===== src/rtl/bomb_pkg.sv =====
// Shared tile codes, ray directions and controller states for the blast engine.
package bomb_pkg;

   localparam logic [7:0] TILE_WALL = 8'h00;
   localparam logic [7:0] TILE_PATH = 8'h80;
   localparam logic [7:0] TILE_WOOD = 8'h10;
   localparam logic [7:0] TILE_BOMB = 8'h20;
   localparam logic [7:0] TILE_EXPL = 8'h40;

   typedef enum logic [1:0] {UP, DOWN, LEFT, RIGHT} dir_t;

   typedef enum logic [3:0] {
      IDLE, RAY_RD, RAY_EVAL, CENTER, HOLD, CLR_RD, CLR_EVAL, CLR_CENTER, DONE
   } bp_state_t;

endpackage


===== src/rtl/blast_painter_if.sv =====
// Request, tile-map RAM and status bundle of the blast engine.
interface blast_painter_if #(
   parameter int ROW_BITS = 4,
   parameter int COL_BITS = 4,
   parameter int LEN_BITS = 2
);
   logic                         req_valid;
   logic                         req_ready;
   logic [ROW_BITS-1:0]          req_row;
   logic [COL_BITS-1:0]          req_col;
   logic [LEN_BITS-1:0]          req_len;
   logic [ROW_BITS+COL_BITS-1:0] mem_addr;
   logic [7:0]                   mem_rdata;
   logic                         mem_we;
   logic [7:0]                   mem_wdata;
   logic                         busy;
   logic                         done;
   logic                         chain_valid;
   logic [ROW_BITS-1:0]          chain_row;
   logic [COL_BITS-1:0]          chain_col;

   modport slave (
      input  req_valid, req_row, req_col, req_len, mem_rdata,
      output req_ready, mem_addr, mem_we, mem_wdata, busy, done,
             chain_valid, chain_row, chain_col
   );

   modport master (
      output req_valid, req_row, req_col, req_len, mem_rdata,
      input  req_ready, mem_addr, mem_we, mem_wdata, busy, done,
             chain_valid, chain_row, chain_col
   );
endinterface


===== src/rtl/blast_addr_step.sv =====
// One-tile step of a map address in a given direction; never wraps, flags the map edge instead.
module blast_addr_step
   import bomb_pkg::*;
#(
   parameter int ROW_BITS = 4,
   parameter int COL_BITS = 4
) (
   input  logic [ROW_BITS+COL_BITS-1:0] addr,
   input  dir_t                         dir,
   output logic [ROW_BITS+COL_BITS-1:0] nbr,
   output logic                         at_edge
);
   logic [ROW_BITS-1:0] row;
   logic [COL_BITS-1:0] col;

   assign row = addr[ROW_BITS+COL_BITS-1:COL_BITS];
   assign col = addr[COL_BITS-1:0];

   always_comb begin
      at_edge = 1'b0;
      nbr     = addr;
      case (dir)
         UP: begin
            at_edge = (row == '0);
            if (!at_edge) nbr = {row - ROW_BITS'(1), col};
         end
         DOWN: begin
            at_edge = (row == '1);
            if (!at_edge) nbr = {row + ROW_BITS'(1), col};
         end
         LEFT: begin
            at_edge = (col == '0);
            if (!at_edge) nbr = {row, col - COL_BITS'(1)};
         end
         RIGHT: begin
            at_edge = (col == '1);
            if (!at_edge) nbr = {row, col + COL_BITS'(1)};
         end
         default: ;
      endcase
   end
endmodule


===== src/rtl/blast_painter.sv =====
// Bomb-blast engine: paints EXPLOSION along four clipped rays, holds, then restores
// exactly the painted tiles to PATH.
module blast_painter
   import bomb_pkg::*;
#(
   parameter int ROW_BITS    = 4,
   parameter int COL_BITS    = 4,
   parameter int LEN_BITS    = 2,
   parameter int HOLD_CYCLES = 1024
) (
   input logic            clk,
   input logic            reset,
   blast_painter_if.slave bus
);
   localparam int AW = ROW_BITS + COL_BITS;
   localparam int HW = (HOLD_CYCLES > 1) ? $clog2(HOLD_CYCLES) : 1;

   bp_state_t                 state_q, state_d;
   dir_t                      dir_q, dir_d;
   logic [LEN_BITS-1:0]       step_q, step_d, len_q, len_d;
   logic [3:0][LEN_BITS-1:0]  reach_q, reach_d;
   logic [AW-1:0]             bomb_q, bomb_d, cur_q, cur_d;
   logic                      term_q, term_d;
   logic [HW-1:0]             hold_q, hold_d;
   logic                      ready_q, ready_d;
   logic [AW-1:0]             addr_q, addr_d;
   logic                      we_q, we_d;
   logic [7:0]                wdata_q, wdata_d;
   logic                      chain_v_q, chain_v_d;
   logic [AW-1:0]             chain_addr_q, chain_addr_d;
   logic [AW-1:0]             nbr;
   logic                      at_edge;

   blast_addr_step #(.ROW_BITS(ROW_BITS), .COL_BITS(COL_BITS)) u_step (
      .addr    (cur_q),
      .dir     (dir_q),
      .nbr     (nbr),
      .at_edge (at_edge)
   );

   always_comb begin
      state_d      = state_q;
      dir_d        = dir_q;
      step_d       = step_q;
      len_d        = len_q;
      reach_d      = reach_q;
      bomb_d       = bomb_q;
      cur_d        = cur_q;
      term_d       = term_q;
      hold_d       = hold_q;
      addr_d       = addr_q;
      we_d         = 1'b0;
      wdata_d      = wdata_q;
      chain_v_d    = 1'b0;
      chain_addr_d = chain_addr_q;

      case (state_q)
         IDLE: begin
            if (bus.req_valid && ready_q) begin
               bomb_d  = {bus.req_row, bus.req_col};
               cur_d   = {bus.req_row, bus.req_col};
               len_d   = bus.req_len;
               dir_d   = UP;
               step_d  = '0;
               term_d  = 1'b0;
               state_d = RAY_RD;
            end
         end
         RAY_RD: begin
            // A ray ends on its length limit, the map edge, or a blocking tile seen last cycle.
            if (step_q == len_q || at_edge || term_q) begin
               reach_d[dir_q] = step_q;
               step_d         = '0;
               term_d         = 1'b0;
               cur_d          = bomb_q;
               if (dir_q != RIGHT) dir_d = dir_t'(dir_q + 2'd1);
               else                state_d = CENTER;
            end else begin
               addr_d  = nbr;
               cur_d   = nbr;
               state_d = RAY_EVAL;
            end
         end
         RAY_EVAL: begin
            state_d = RAY_RD;
            case (bus.mem_rdata)
               TILE_PATH, TILE_EXPL: begin
                  we_d    = 1'b1;
                  wdata_d = TILE_EXPL;
                  step_d  = step_q + LEN_BITS'(1);
               end
               TILE_WOOD: begin
                  we_d    = 1'b1;
                  wdata_d = TILE_EXPL;
                  step_d  = step_q + LEN_BITS'(1);
                  term_d  = 1'b1;
               end
               TILE_BOMB: begin
                  term_d       = 1'b1;
                  chain_v_d    = 1'b1;
                  chain_addr_d = cur_q;
               end
               default: term_d = 1'b1;
            endcase
         end
         CENTER: begin
            addr_d  = bomb_q;
            we_d    = 1'b1;
            wdata_d = TILE_EXPL;
            hold_d  = HW'(HOLD_CYCLES - 1);
            state_d = HOLD;
         end
         HOLD: begin
            if (hold_q == '0) begin
               dir_d   = UP;
               step_d  = '0;
               cur_d   = bomb_q;
               state_d = CLR_RD;
            end else begin
               hold_d = hold_q - HW'(1);
            end
         end
         CLR_RD: begin
            if (step_q == reach_q[dir_q]) begin
               step_d = '0;
               cur_d  = bomb_q;
               if (dir_q != RIGHT) dir_d = dir_t'(dir_q + 2'd1);
               else                state_d = CLR_CENTER;
            end else begin
               addr_d  = nbr;
               cur_d   = nbr;
               state_d = CLR_EVAL;
            end
         end
         CLR_EVAL: begin
            // Tiles changed by someone else during the hold are left alone.
            if (bus.mem_rdata == TILE_EXPL) begin
               we_d    = 1'b1;
               wdata_d = TILE_PATH;
            end
            step_d  = step_q + LEN_BITS'(1);
            state_d = CLR_RD;
         end
         CLR_CENTER: begin
            addr_d  = bomb_q;
            we_d    = 1'b1;
            wdata_d = TILE_PATH;
            state_d = DONE;
         end
         DONE:    state_d = IDLE;
         default: state_d = IDLE;
      endcase

      ready_d = (state_d == IDLE);
   end

   always_ff @(posedge clk or posedge reset) begin
      if (reset) begin
         state_q      <= IDLE;
         dir_q        <= UP;
         step_q       <= '0;
         len_q        <= '0;
         reach_q      <= '0;
         bomb_q       <= '0;
         cur_q        <= '0;
         term_q       <= 1'b0;
         hold_q       <= '0;
         ready_q      <= 1'b0;
         addr_q       <= '0;
         we_q         <= 1'b0;
         wdata_q      <= '0;
         chain_v_q    <= 1'b0;
         chain_addr_q <= '0;
      end else begin
         state_q      <= state_d;
         dir_q        <= dir_d;
         step_q       <= step_d;
         len_q        <= len_d;
         reach_q      <= reach_d;
         bomb_q       <= bomb_d;
         cur_q        <= cur_d;
         term_q       <= term_d;
         hold_q       <= hold_d;
         ready_q      <= ready_d;
         addr_q       <= addr_d;
         we_q         <= we_d;
         wdata_q      <= wdata_d;
         chain_v_q    <= chain_v_d;
         chain_addr_q <= chain_addr_d;
      end
   end

   assign bus.req_ready   = ready_q;
   assign bus.busy        = (state_q != IDLE);
   assign bus.done        = (state_q == DONE);
   assign bus.mem_addr    = addr_q;
   assign bus.mem_we      = we_q;
   assign bus.mem_wdata   = wdata_q;
   assign bus.chain_valid = chain_v_q;
   assign bus.chain_row   = chain_addr_q[AW-1:COL_BITS];
   assign bus.chain_col   = chain_addr_q[COL_BITS-1:0];
endmodule


===== src/flat_wrapper.sv =====
// flat-port wrapper written by rule: the top's interface ports become plain ports
module blast_painter_flat import bomb_pkg::*;
#(
   parameter int ROW_BITS    = 4,
   parameter int COL_BITS    = 4,
   parameter int LEN_BITS    = 2,
   parameter int HOLD_CYCLES = 1024
)
  (clk, reset, bus_req_valid, bus_req_row, bus_req_col, bus_req_len, bus_mem_rdata, bus_req_ready, bus_mem_addr, bus_mem_we, bus_mem_wdata, bus_busy, bus_done, bus_chain_valid, bus_chain_row, bus_chain_col);
  blast_painter_if #(.ROW_BITS(ROW_BITS), .COL_BITS(COL_BITS), .LEN_BITS(LEN_BITS)) bus_i ();
  input logic clk;
  input logic reset;
  input wire logic [$bits(bus_i.req_valid)-1:0] bus_req_valid;
  input wire logic [$bits(bus_i.req_row)-1:0] bus_req_row;
  input wire logic [$bits(bus_i.req_col)-1:0] bus_req_col;
  input wire logic [$bits(bus_i.req_len)-1:0] bus_req_len;
  input wire logic [$bits(bus_i.mem_rdata)-1:0] bus_mem_rdata;
  output wire logic [$bits(bus_i.req_ready)-1:0] bus_req_ready;
  output wire logic [$bits(bus_i.mem_addr)-1:0] bus_mem_addr;
  output wire logic [$bits(bus_i.mem_we)-1:0] bus_mem_we;
  output wire logic [$bits(bus_i.mem_wdata)-1:0] bus_mem_wdata;
  output wire logic [$bits(bus_i.busy)-1:0] bus_busy;
  output wire logic [$bits(bus_i.done)-1:0] bus_done;
  output wire logic [$bits(bus_i.chain_valid)-1:0] bus_chain_valid;
  output wire logic [$bits(bus_i.chain_row)-1:0] bus_chain_row;
  output wire logic [$bits(bus_i.chain_col)-1:0] bus_chain_col;
  assign bus_i.req_valid = bus_req_valid;
  assign bus_i.req_row = bus_req_row;
  assign bus_i.req_col = bus_req_col;
  assign bus_i.req_len = bus_req_len;
  assign bus_i.mem_rdata = bus_mem_rdata;
  assign bus_req_ready = bus_i.req_ready;
  assign bus_mem_addr = bus_i.mem_addr;
  assign bus_mem_we = bus_i.mem_we;
  assign bus_mem_wdata = bus_i.mem_wdata;
  assign bus_busy = bus_i.busy;
  assign bus_done = bus_i.done;
  assign bus_chain_valid = bus_i.chain_valid;
  assign bus_chain_row = bus_i.chain_row;
  assign bus_chain_col = bus_i.chain_col;
  blast_painter #(.ROW_BITS(ROW_BITS), .COL_BITS(COL_BITS), .LEN_BITS(LEN_BITS), .HOLD_CYCLES(HOLD_CYCLES)) u_core (.clk(clk), .reset(reset), .bus(bus_i));
endmodule

===== config.mk =====
export PLATFORM = sky130hd
export DESIGN_NAME = blast_painter_flat
export DESIGN_NICKNAME = d
export VERILOG_FILES = /design/src/rtl/bomb_pkg.sv /design/src/rtl/blast_painter_if.sv /design/src/rtl/blast_addr_step.sv /design/src/rtl/blast_painter.sv /design/src/flat_wrapper.sv
export SDC_FILE = /design/constraint.sdc
export NUM_CORES = 1
export LEC_CHECK = 0
export CORE_UTILIZATION = 50
export DETAILED_ROUTE_END_ITERATION = 12
export PLACE_DENSITY = 0.76
export SLEW_MARGIN = 15
export SYNTH_ARGS = -nofsm -noshare
export SYNTH_HDL_FRONTEND = slang
export SYNTH_SLANG_ARGS = --single-unit

===== constraint.sdc =====
create_clock -name clk -period 2.64 [get_ports clk]
set_input_delay 0.528 -clock clk [delete_from_list [all_inputs] [get_ports clk]]
set_output_delay 0.528 -clock clk [all_outputs]
set_load 0.01 [all_outputs]

==> results.md <==
* Status: complete, no violations
* Largest vdd supply drop at 281 µV
* Clock slew at reported path FFs at 0.07 ns
* Average wire length per cell after detail routing at 16.8 µm
* Synthesized instance count at 403
* Worst skew pair latency at 0.36 ns
* Global-route wire length before repair at 15700 µm
* Number of vias after detailed routing at 3365
* Core Area at 0.00737 mm²
* Worst Path Class, Setup: reg -> reg
* Number of failing hold endpoints at the final stage at 0
* Synth top area share at 42.6%
* Count of pins over their slew limit at 0
* Clock sink count at 66
* Global placement routability congestion at 0.949
* Min Tclk post-route at 2.63 ns
* Arrival time at the worst endpoint at 2.92 ns
* FFs w/ async S/R, synth at 100%
* Stage delay of the slowest cell on the critical path at 0.55 ns
* Bufs on Longest Clock Path at 2
* Fraction of the core area covered by cells at the end of the flow at 65.7%
* X dimension of the die at 90.1 µm
* Placed insts at 551
* DIE AREA at 0.00812 mm²
* Leakage power figure at 0.00207 µW
* Sum of overflow across all layers after global routing at 0
* Max-slew headroom at the worst pin at 44.3%
* Register area share after synthesis at 42.6%
* CTS tree: yes
* Sum of negative setup slack at 0 ns
* Filler cells at 580
* Pwr/cell area at 376 mW/mm²
* Peak Freq at 381 MHz
* Post-synthesis cell area at 0.00388 mm²
* Number of levels in the clock H-tree at 3
* Global router's overall resource usage at 24.1%
* Number of vias per cell after detailed routing at 5.90
* Post-Syn Area per Cell at 9.63 µm²
* Final non-filler cell total at 570
* Residual antenna-violating net count after detailed routing at 0
* Detailed-route DRC error count at 0
* Path type of the worst min-delay path: reg -> reg
* Port Buffers at 43
* Required time at the worst-slack endpoint at 2.93 ns
* Number of search-and-repair iterations in the first detailed-routing pass at 5
* Layout cell share with drive strength beyond 1 at 22.3%
* Post-synth top flop: sky130_fd_sc_hd__dfrtp_1
* Met3 Use GR at 5.84%
* Highest-utilization routing layer at the global route stage: met2
* Inserted Clock Buffers at 9
* Initial Util at 52.6%
* Cts-stage hold buffer count at 0
* Critical Path Fanout Max at 6
* Detailed Route WL at 9580 µm
* I/O pin count at 50
* MaxCap Viol Count at 0
* Cell with the most instances after synthesis: sky130_fd_sc_hd__dfrtp_1
* Number of global-route vias before repair at 3243
* Cells along the critical path: inv_2, ha_4, or3b_4, o41a_1, a2111o_2, a2111oi_2, a221o_1
* Flip-flop and latch count after synthesis at 66
* Critical Path Slowest Stage Cell: sky130_fd_sc_hd__a2111o_2
* Die Height at 90.1 µm
* Clock root buffer: sky130_fd_sc_hd__clkbuf_8
* Biggest area consumer among synthesized cells: sky130_fd_sc_hd__dfrtp_1
* NumNets Final at 498
* Worst hold-check slack at 0.480 ns
* Clk_skew at 0.0103 ns
* Maximum number of pins on one net before global-route repair at 46
* Final worst path period share at 99.5%
* Number of different library cells in the post-synthesis netlist at 65
* Number of enable-type register cells in the synthesized netlist at 0
* Detail Placement HPWL at 6860 µm
* Worst setup SP type: flop
* Area growth from synthesis to final layout at 24.9%
* Tightest Pin Transition at 0.829 ns
* Row cnt at 31
* Setup violators final at 0
* Leading post-synthesis cells by instance count: sky130_fd_sc_hd__dfrtp_1 (66), sky130_fd_sc_hd__mux2_2 (32), sky130_fd_sc_hd__nand2_1 (32), sky130_fd_sc_hd__nor2_1 (24)
* M2 GR Usage at 38.2%
* Number of DRC violations after detailed-routing iteration 0 at 280
* Ranking of synthesized cells by area: sky130_fd_sc_hd__dfrtp_1 (43%), sky130_fd_sc_hd__mux2_2 (9.3%), sky130_fd_sc_hd__ha_1 (3.2%)
* Antenna Diode Count at 0
* Synth Warn # at 0
* Fraction of met1 tracks used by global routing at 32.3%
* Antenna violations before repair at 0
* Unrepaired setup endpoints after global routing: yes
* R2r setup slk at 0.01 ns
* CP endpoint kind: flop
[path summary, 6_finish.rpt]
kind | startpoint | to | depth (start not counted)
min | u_core.chain_addr_q[5] | u_core.chain_addr_q[5] | 2
min reg2reg | u_core.chain_addr_q[5] | u_core.chain_addr_q[5] | 2
max in group asynchronous | reset | u_core.dir_q[0] | 3
max reg2reg | u_core.hold_q[0] | u_core.cur_q[2] | 7
max | u_core.hold_q[0] | u_core.cur_q[2] | 7
min in group asynchronous | reset | u_core.bus.mem_we | 2
[power by group]
part | switching [µW] | total, µW | internal, µW
logic | 34.0 | 66.2 | 32.2
clock network | 410 | 745 | 336
registers | 0 | 1010 | 1010
total | 444 | 1820 | 1380
[placed cells by master (no fill, tap or decap), drive strengths merged, types with 5 or more instances in the layout]
cell	synthesis	final
dfrtp	66	66
clkdlybuf4s50	0	43
buf	12	33
nand2	32	32
mux2	32	32
nor2	24	24
nand3	20	20
o21ai	20	20
a21oi	19	19
inv	17	18
xnor2	11	11
nor3	11	11
ha	10	10
clkbuf	17	9
nand2b	8	8
a211oi	8	8
o211ai	7	7
nor4	7	7
conb	1	6
nand4	5	5
mux2i	5	5
or3	5	5
nor4b	5	5
[final cells by class]
type	instances	area (µm²)	area share, %
flip-flops and latches	66	1650	34.1
clock inverters	6	43.8	0.904
repair buffers	76	694	14.3
multi-input cells	297	2140	44.2
well taps	99	124	2.56
inverters	17	63.8	1.32
clock buffers	9	124	2.56
[metrics by stage]
step / power, µW / setup slack, ns / cell area, µm²
6_report: 1820 / 0.0132 / 4840
2_1_floorplan: 1060 / 0.0893 / 3900
5_1_grt: 1880 / -0.0739 / 4840
4_1_cts: 1840 / 0.00337 / 4720
3_5_place_dp: 1100 / 0.0337 / 4550
3_3_place_gp: 1100 / 0.0918 / 4550
[per-layer routing]
layer  routed length, µm  part of all wire, %
met1                4130                   43
met2                4580                   48
met3                 704                  7.3
met4                 167                  1.7
met5                   0                    0
[state kept, by name (all words and copies together) (netlist names)]
name / flops
u_core.dir_q: 2
u_core.bomb_q: 8
u_core.step_q: 2
u_core.cur_q: 8
u_core.term_q: 1
u_core.len_q: 2
u_core.bus.mem_wdata: 2
u_core.hold_q: 10
u_core.bus.chain_valid: 1
u_core.bus.req_ready: 1
u_core.bus.mem_addr: 8
u_core.chain_addr_q: 8
u_core.reach_q: 8
u_core.state_q: 4
u_core.bus.mem_we: 1
[cell families after synthesis]
group / count (synthesis) / synth area share, %
AND/OR/NAND/NOR: 139 / 19.1
buffers and inverters: 46 / 5.16
multiplexers: 37 / 10.6
XOR/XNOR: 12 / 2.71
other: 1 / 0.0967
AO/OA/AOI/OAI: 92 / 16.6
adder cells (fa/ha/maj): 10 / 3.22
flip-flops: 66 / 42.6
[worst max-delay path: cells and delay by family, from the launching register on]
kind	cells	cell delay, ns
AND/OR/NAND/NOR	1	0.37
AO/OA/AOI/OAI	4	1.54
buffers and inverters	1	0.10
adder cells (fa/ha/maj)	1	0.13
flip-flops	1	0.42
[what timing repair did]
action / 4_1_cts / 5_1_grt
buffers inserted: 0 / 3
hold endpoints to repair: 0 / 0
endpoints found under the setup margin: 0 / 16
gates resized for setup: 0 / 18
Power figures use the tool's default switching activity.
